--- src/rtl/ripple_mon_pkg.sv ---
// Shared defaults and types for the ripple counter monitor.
package ripple_mon_pkg;

  localparam int CNT_W_DEF         = 4;
  localparam int EXT_W_DEF         = 8;
  localparam int STABLE_CYCLES_DEF = 2;

  typedef enum logic [1:0] {
    IDLE  = 2'd0,
    PRIME = 2'd1,
    TRACK = 2'd2
  } monState_t;

  // Extended count at the default widths: {ext, low}
  typedef logic [CNT_W_DEF+EXT_W_DEF-1:0] extCount_t;

endpackage

--- src/rtl/ripple_sync_filter.sv ---
// Two-flop synchronizer for the asynchronous ripple count, followed by a
// stability filter that only releases a value once it has been seen on
// STABLE_CYCLES consecutive synchronized samples. acc_valid pulses once per
// settled candidate; short ripple transients never reach the pulse.
module ripple_sync_filter #(
  parameter int CNT_W         = 4,
  parameter int STABLE_CYCLES = 2
) (
  input  logic             clock,
  input  logic             reset,
  input  logic [CNT_W-1:0] count_in,
  output logic             acc_valid,
  output logic [CNT_W-1:0] acc_value
);

  localparam int SC_W = (STABLE_CYCLES < 1) ? 1 : $clog2(STABLE_CYCLES + 1);
  localparam int SC_N = (STABLE_CYCLES < 1) ? 1 : STABLE_CYCLES;

  logic [CNT_W-1:0] s1, s2, lastS2;
  logic [SC_W-1:0]  stableCnt;

  // Sync chain plus run-length of identical synchronized samples; the
  // counter saturates one past the accept point so the pulse fires once.
  always_ff @(posedge clock or negedge reset) begin
    if (!reset) begin
      s1        <= '0;
      s2        <= '0;
      lastS2    <= '0;
      stableCnt <= '0;
    end else begin
      s1     <= count_in;
      s2     <= s1;
      lastS2 <= s2;
      if (s2 != lastS2)
        stableCnt <= '0;
      else if (stableCnt != SC_W'(SC_N))
        stableCnt <= stableCnt + 1'b1;
    end
  end

  // stableCnt==N-1 means lastS2 has now been sampled N times in a row
  assign acc_valid = (stableCnt == SC_W'(SC_N - 1));
  assign acc_value = lastS2;

endmodule

--- src/rtl/ripple_count_monitor.sv ---
// Consumer of the 4-bit ripple up-counter: filters the count into the clock
// domain, extends it with wrap tracking, and offers {ext, low} downstream on a
// valid/ready interface with wrap pulse and sticky match/lost/overflow flags.
module ripple_count_monitor
  import ripple_mon_pkg::*;
#(
  parameter int CNT_W         = CNT_W_DEF,
  parameter int EXT_W         = EXT_W_DEF,
  parameter int STABLE_CYCLES = STABLE_CYCLES_DEF
) (
  input  logic                   clock,
  input  logic                   reset,
  input  logic [CNT_W-1:0]       count_in,
  input  logic                   enable,
  input  logic [CNT_W+EXT_W-1:0] target,
  input  logic                   match_clear,
  input  logic                   out_ready,
  output logic                   out_valid,
  output logic [CNT_W+EXT_W-1:0] out_count,
  output logic                   wrap_pulse,
  output logic                   match,
  output logic                   lost,
  output logic                   ext_ovf
);

  localparam int OUT_W = CNT_W + EXT_W;

  monState_t        state, stateNext;
  logic             accValid;
  logic [CNT_W-1:0] accValue;
  logic [CNT_W-1:0] prevCnt;
  logic [EXT_W-1:0] ext, extLoad;
  logic [OUT_W-1:0] countNext;
  logic             load, isWrap;

  ripple_sync_filter #(
    .CNT_W        (CNT_W),
    .STABLE_CYCLES(STABLE_CYCLES)
  ) uFilter (
    .clock    (clock),
    .reset    (reset),
    .count_in (count_in),
    .acc_valid(accValid),
    .acc_value(accValue)
  );

  // State register
  always_ff @(posedge clock or negedge reset) begin
    if (!reset) state <= IDLE;
    else        state <= stateNext;
  end

  // Next state and load decision; dropping enable overrides everything and
  // suppresses any load on that edge.
  always_comb begin
    stateNext = state;
    load      = 1'b0;
    isWrap    = 1'b0;
    extLoad   = ext;
    case (state)
      IDLE: if (enable) stateNext = PRIME;
      PRIME: begin
        if (accValid) begin
          load      = 1'b1;
          stateNext = TRACK;
        end
        extLoad = '0;
      end
      TRACK: begin
        if (accValid && (accValue != prevCnt)) begin
          load   = 1'b1;
          isWrap = (accValue < prevCnt);
        end
        extLoad = ext + EXT_W'(isWrap);
      end
      default: stateNext = IDLE;
    endcase
    if (!enable) begin
      stateNext = IDLE;
      load      = 1'b0;
      isWrap    = 1'b0;
      extLoad   = ext;
    end
    countNext = {extLoad, accValue};
  end

  // Tracking registers, handshake and sticky flags
  always_ff @(posedge clock or negedge reset) begin
    if (!reset) begin
      prevCnt    <= '0;
      ext        <= '0;
      out_valid  <= 1'b0;
      out_count  <= '0;
      wrap_pulse <= 1'b0;
      match      <= 1'b0;
      lost       <= 1'b0;
      ext_ovf    <= 1'b0;
    end else begin
      wrap_pulse <= load && isWrap;
      if (load) begin
        prevCnt   <= accValue;
        ext       <= extLoad;
        out_count <= countNext;
        out_valid <= 1'b1;
        if (out_valid && !out_ready) lost <= 1'b1;
        if (isWrap && (ext == '1))   ext_ovf <= 1'b1;
      end else if (out_valid && out_ready) begin
        out_valid <= 1'b0;
      end
      if (load && (countNext == target)) match <= 1'b1;
      else if (match_clear)              match <= 1'b0;
    end
  end

endmodule

--- config.mk ---
export PLATFORM = sky130hd
export DESIGN_NAME = ripple_count_monitor
export DESIGN_NICKNAME = d
export VERILOG_FILES = /design/src/rtl/ripple_mon_pkg.sv /design/src/rtl/ripple_sync_filter.sv /design/src/rtl/ripple_count_monitor.sv
export SDC_FILE = /design/constraint.sdc
export NUM_CORES = 1
export LEC_CHECK = 0
export CAP_MARGIN = 40
export CORE_UTILIZATION = 55
export CTS_BUF_LIST = sky130_fd_sc_hd__clkbuf_8
export CTS_CLUSTER_SIZE = 10
export DETAILED_ROUTE_END_ITERATION = 8
export GPL_ROUTABILITY_DRIVEN = 0
export PLACE_DENSITY = 0.87
export SETUP_SLACK_MARGIN = 0.2
export SKIP_CTS_REPAIR_TIMING = 1
export SYNTH_ARGS = -nofsm -noshare
export SYNTH_HDL_FRONTEND = slang
export SYNTH_SLANG_ARGS = --single-unit
--- constraint.sdc ---
create_clock -name clock -period 6.3 [get_ports clock]
set_clock_uncertainty 0.2 [all_clocks]
set_input_delay 0.945 -clock clock [delete_from_list [all_inputs] [get_ports clock]]
set_output_delay 0.945 -clock clock [all_outputs]
set_load 0.03 [all_outputs]
==> impl_metrics.py <==
metrics = {
    "outcome": {
        "outcome": "complete, no violations",
    },
    "global_routing": {
        "grt_most_used_layer": "met2",
        "grt_usage_pct": 26.8,
        "grt_pass1_vias": 1562,
        "grt_overflow": 0,
        "met1_usage_pct": 33.8,
        "grt_max_degree": 34,
        "met3_usage_pct": 6.61,
        "antenna_found_initial": 0,
        "grt_first_pass_wirelength_mm": 7.12,
        "grtUsageMet2_pct": 44.0,
    },
    "final_layout": {
        "layout.nets": 260,
        "drive_gt1_share_pct": 7.02,
        "num-fill-cells": 241,
        "diodes": 0,
        "area_delta_synth_final_pct": 26.8,
        "postLayoutCellArea_um2": 2390,
    },
    "timing": {
        "setup_tns_ns": 0,
        "slew_headroom_pct": 43.7,
        "fin_crit_ns": 3.60,
        "rsz0062_at_grt": "false",
        "slew_violations": 0,
        "fmax_ghz": 0.277,
        "hold_viol_final": 0,
        "worst_slew_pin_slew_ns": 0.845,
        "setup_viol": 0,
        "post-route-period-util_pct": 57.2,
    },
    "critical_path": {
        "crit_required_ns": 6.30,
        "cp_slowest_cell": "dfrtp_1",
        "cp_num_buf_inv": 0,
        "regToRegEndpoint": "match$_DFFE_PN0P_",
        "r2r-start": "uFilter.acc_value[1]$_DFF_PN0_",
        "worst-setup-path-type": "reg2reg",
        "cp.depth": 12,
        "r2r.worst_path.cells": 12,
        "crit_top_cell": "ha_1",
        "startpoint_type": "register",
        "critPathCapture": "match$_DFFE_PN0P_",
        "r2r_slack_ns": 2.70,
        "crit_path_end_kind": "register",
        "critPathLaunch": "uFilter.acc_value[1]$_DFF_PN0_",
        "crit_chain": "ha_1 > nor2b_1 > o21a_1 > o21ai_0 > and4b_1 > ha_1 > ha_1 > and4_1 > or3_1 > a2111oi_2 > o2111ai_1 > o32ai_2",
        "critPathMaxFanout": 4,
        "slowest_delay_ns": 0.44,
        "cpLargestDelayFamily": "compound AO/OA/AOI/OAI gates",
        "cp.arrival_ns": 3.60,
    },
    "place": {
        "placed_area_um2": 2280,
        "hpwlAfterDp_mm": 3.16,
        "numPortBuffers": 37,
    },
    "synthesis": {
        "synth.distinct_cells": 45,
        "ys_ff_latch": 33,
        "yosysWarnings": 0,
        "synth.most_common_cell": "dfrtp_1",
        "synth_area_leaders": "dfrtp_1 (44%), ha_1 (8.0%), o21ai_0 (4.0%)",
        "yosys-top-cells-count": "dfrtp_1 (33), nand2_1 (18), o21ai_0 (15)",
        "netlist_instances": 190,
        "synth_edf_count": 0,
        "syn_nets": 223,
        "async_flop_share_pct": 100,
        "yosysTopAreaCell": "dfrtp_1",
        "ys_seq_area_share_pct": 43.8,
        "syn_area_um2": 1890,
        "avgSynthCellArea_um2": 9.92,
        "synth.top_cell.area_share_pct": 43.8,
        "synthFlopType": "dfrtp_1",
    },
    "drt": {
        "firstDrtPassIters": 4,
        "wl_mm": 4.34,
        "ant_nets": 0,
        "routed_via_density": 5.89,
        "vias": 1601,
        "drc_errors": 0,
        "drtIter0Drc": 124,
        "wl_per_cell_um": 16.0,
    },
    "die": {
        "dieWidth_um": 60.6,
        "start_util_pct": 59.8,
        "rows": 20,
        "die_y_um": 60.6,
        "core_um2": 3150,
        "dieArea_um2": 3670,
        "io_pins": 38,
    },
    "cts": {
        "insertion_delay_ns": 0.29,
        "h-tree-depth": 2,
        "cts_tree": "yes",
        "root_buffer": "clkbuf_8",
        "clock_sinks": 33,
        "numCtsBuffers": 5,
        "cts.path.max_buffers": 2,
        "cts.clk_slew.worst_paths_ns": 0.07,
    },
    "run": {
        "cap_violations": 0,
    },
    "worst_hold_path": {
        "worstHoldPathType": "reg2reg",
    },
    "power_and_ir_drop": {
        "ir_worst_vdd_mv": 0.213,
        "leakage_nw": 0.995,
        "cellPowerDensity_nw_per_um2": 260,
    },
}
[where the power goes]
part	internal [W]	leakage (nW)	total (W)	switching [W]
logic	0.0000707	0.528	0.000175	0.000104
clock network	0.000118	0.0543	0.000202	0.0000835
registers	0.000230	0.413	0.000244	0.0000142
[routing by layer]
layer | vias up | part of all wire, %
met3 | 12 | 6.0
met1 | 762 | 42
met5 | - | 0
met2 | 65 | 50
met4 | 0 | 2.0
li1 | 762 | -
[registers in the layout, summed over array words and instances (netlist names)]
signal,count
out_count,12
uFilter.acc_value,4
uFilter.s1,4
uFilter.s2,4
state,2
uFilter.stableCnt,2
ext_ovf,1
lost,1
match,1
out_valid,1
wrap_pulse,1
[layout by cell type (no fill, tap or decap), types with 4 or more instances in the layout]
cell type | netlist | layout
a22o_1 | 5 | 5
clkbuf_8 | 0 | 5
clkdlybuf4s50_1 | 0 | 37
dfrtp_1 | 33 | 33
ha_1 | 12 | 12
inv_1 | 12 | 12
nand2_1 | 18 | 18
nand2b_1 | 5 | 5
nand3_1 | 5 | 5
nand4_1 | 6 | 6
nor2_1 | 5 | 5
nor2b_1 | 4 | 4
o21ai_0 | 15 | 15
or4_1 | 4 | 4
xnor2_1 | 8 | 8
[metrics by stage]
stage	total power (W)	cells	util (%)	worst slack, ns	hold slack, ns
2_1_floorplan	0.000361	190	-	2.83	0.131
3_3_place_gp	0.000408	264	72.2	2.91	0.134
3_5_place_dp	0.000421	264	72.2	2.73	0.135
4_1_cts	0.000621	272	75.8	2.72	0.152
5_1_grt	0.000652	272	75.8	2.47	0.166
6_report	0.000621	272	75.8	2.70	0.150
[worst min-delay path by stage]
| stage | from | endpoint | slack, ns | cells past startpoint |
|---|---|---|---|---|
| after floorplan | uFilter.s1[0]$_DFF_PN0_ | uFilter.s2[0]$_DFF_PN0_ | 0.13 | 0 |
| after global placement | uFilter.s1[3]$_DFF_PN0_ | uFilter.s2[3]$_DFF_PN0_ | 0.13 | 0 |
| after detailed placement | uFilter.s1[2]$_DFF_PN0_ | uFilter.s2[2]$_DFF_PN0_ | 0.13 | 0 |
| after CTS | uFilter.s1[2]$_DFF_PN0_ | uFilter.s2[2]$_DFF_PN0_ | 0.15 | 0 |
| after global routing | uFilter.s1[0]$_DFF_PN0_ | uFilter.s2[0]$_DFF_PN0_ | 0.17 | 0 |
| final | uFilter.s1[2]$_DFF_PN0_ | uFilter.s2[2]$_DFF_PN0_ | 0.15 | 0 |
[cell families (layout without fill, tap and decap cells)]
family                     after synthesis  in the layout  synth area share [%]
muxes                                    2              2                  1.06
xor gates and xnor gates                11             11                  5.11
AOI/OAI and AO/OA                       42             42                  16.1
adders and majority gates               12             12                  7.96
and+or+nand+nor                         70             70                  21.3
DFF                                     33             33                  43.8
buffers and inverters                   20             58                  4.64
[area by class of cell]
cell class	instances	area [um2]	area share, %
Multi-Input combinational cell	137	972	40.7
Sequential cell	33	826	34.5
Timing Repair Buffer	38	378	15.8
Clock buffer	5	68.8	2.88
Tap cell	44	55.1	2.30
Clock inverter	3	46.3	1.94
Inverter	12	45.0	1.88
Power figures use the tool's default switching activity.
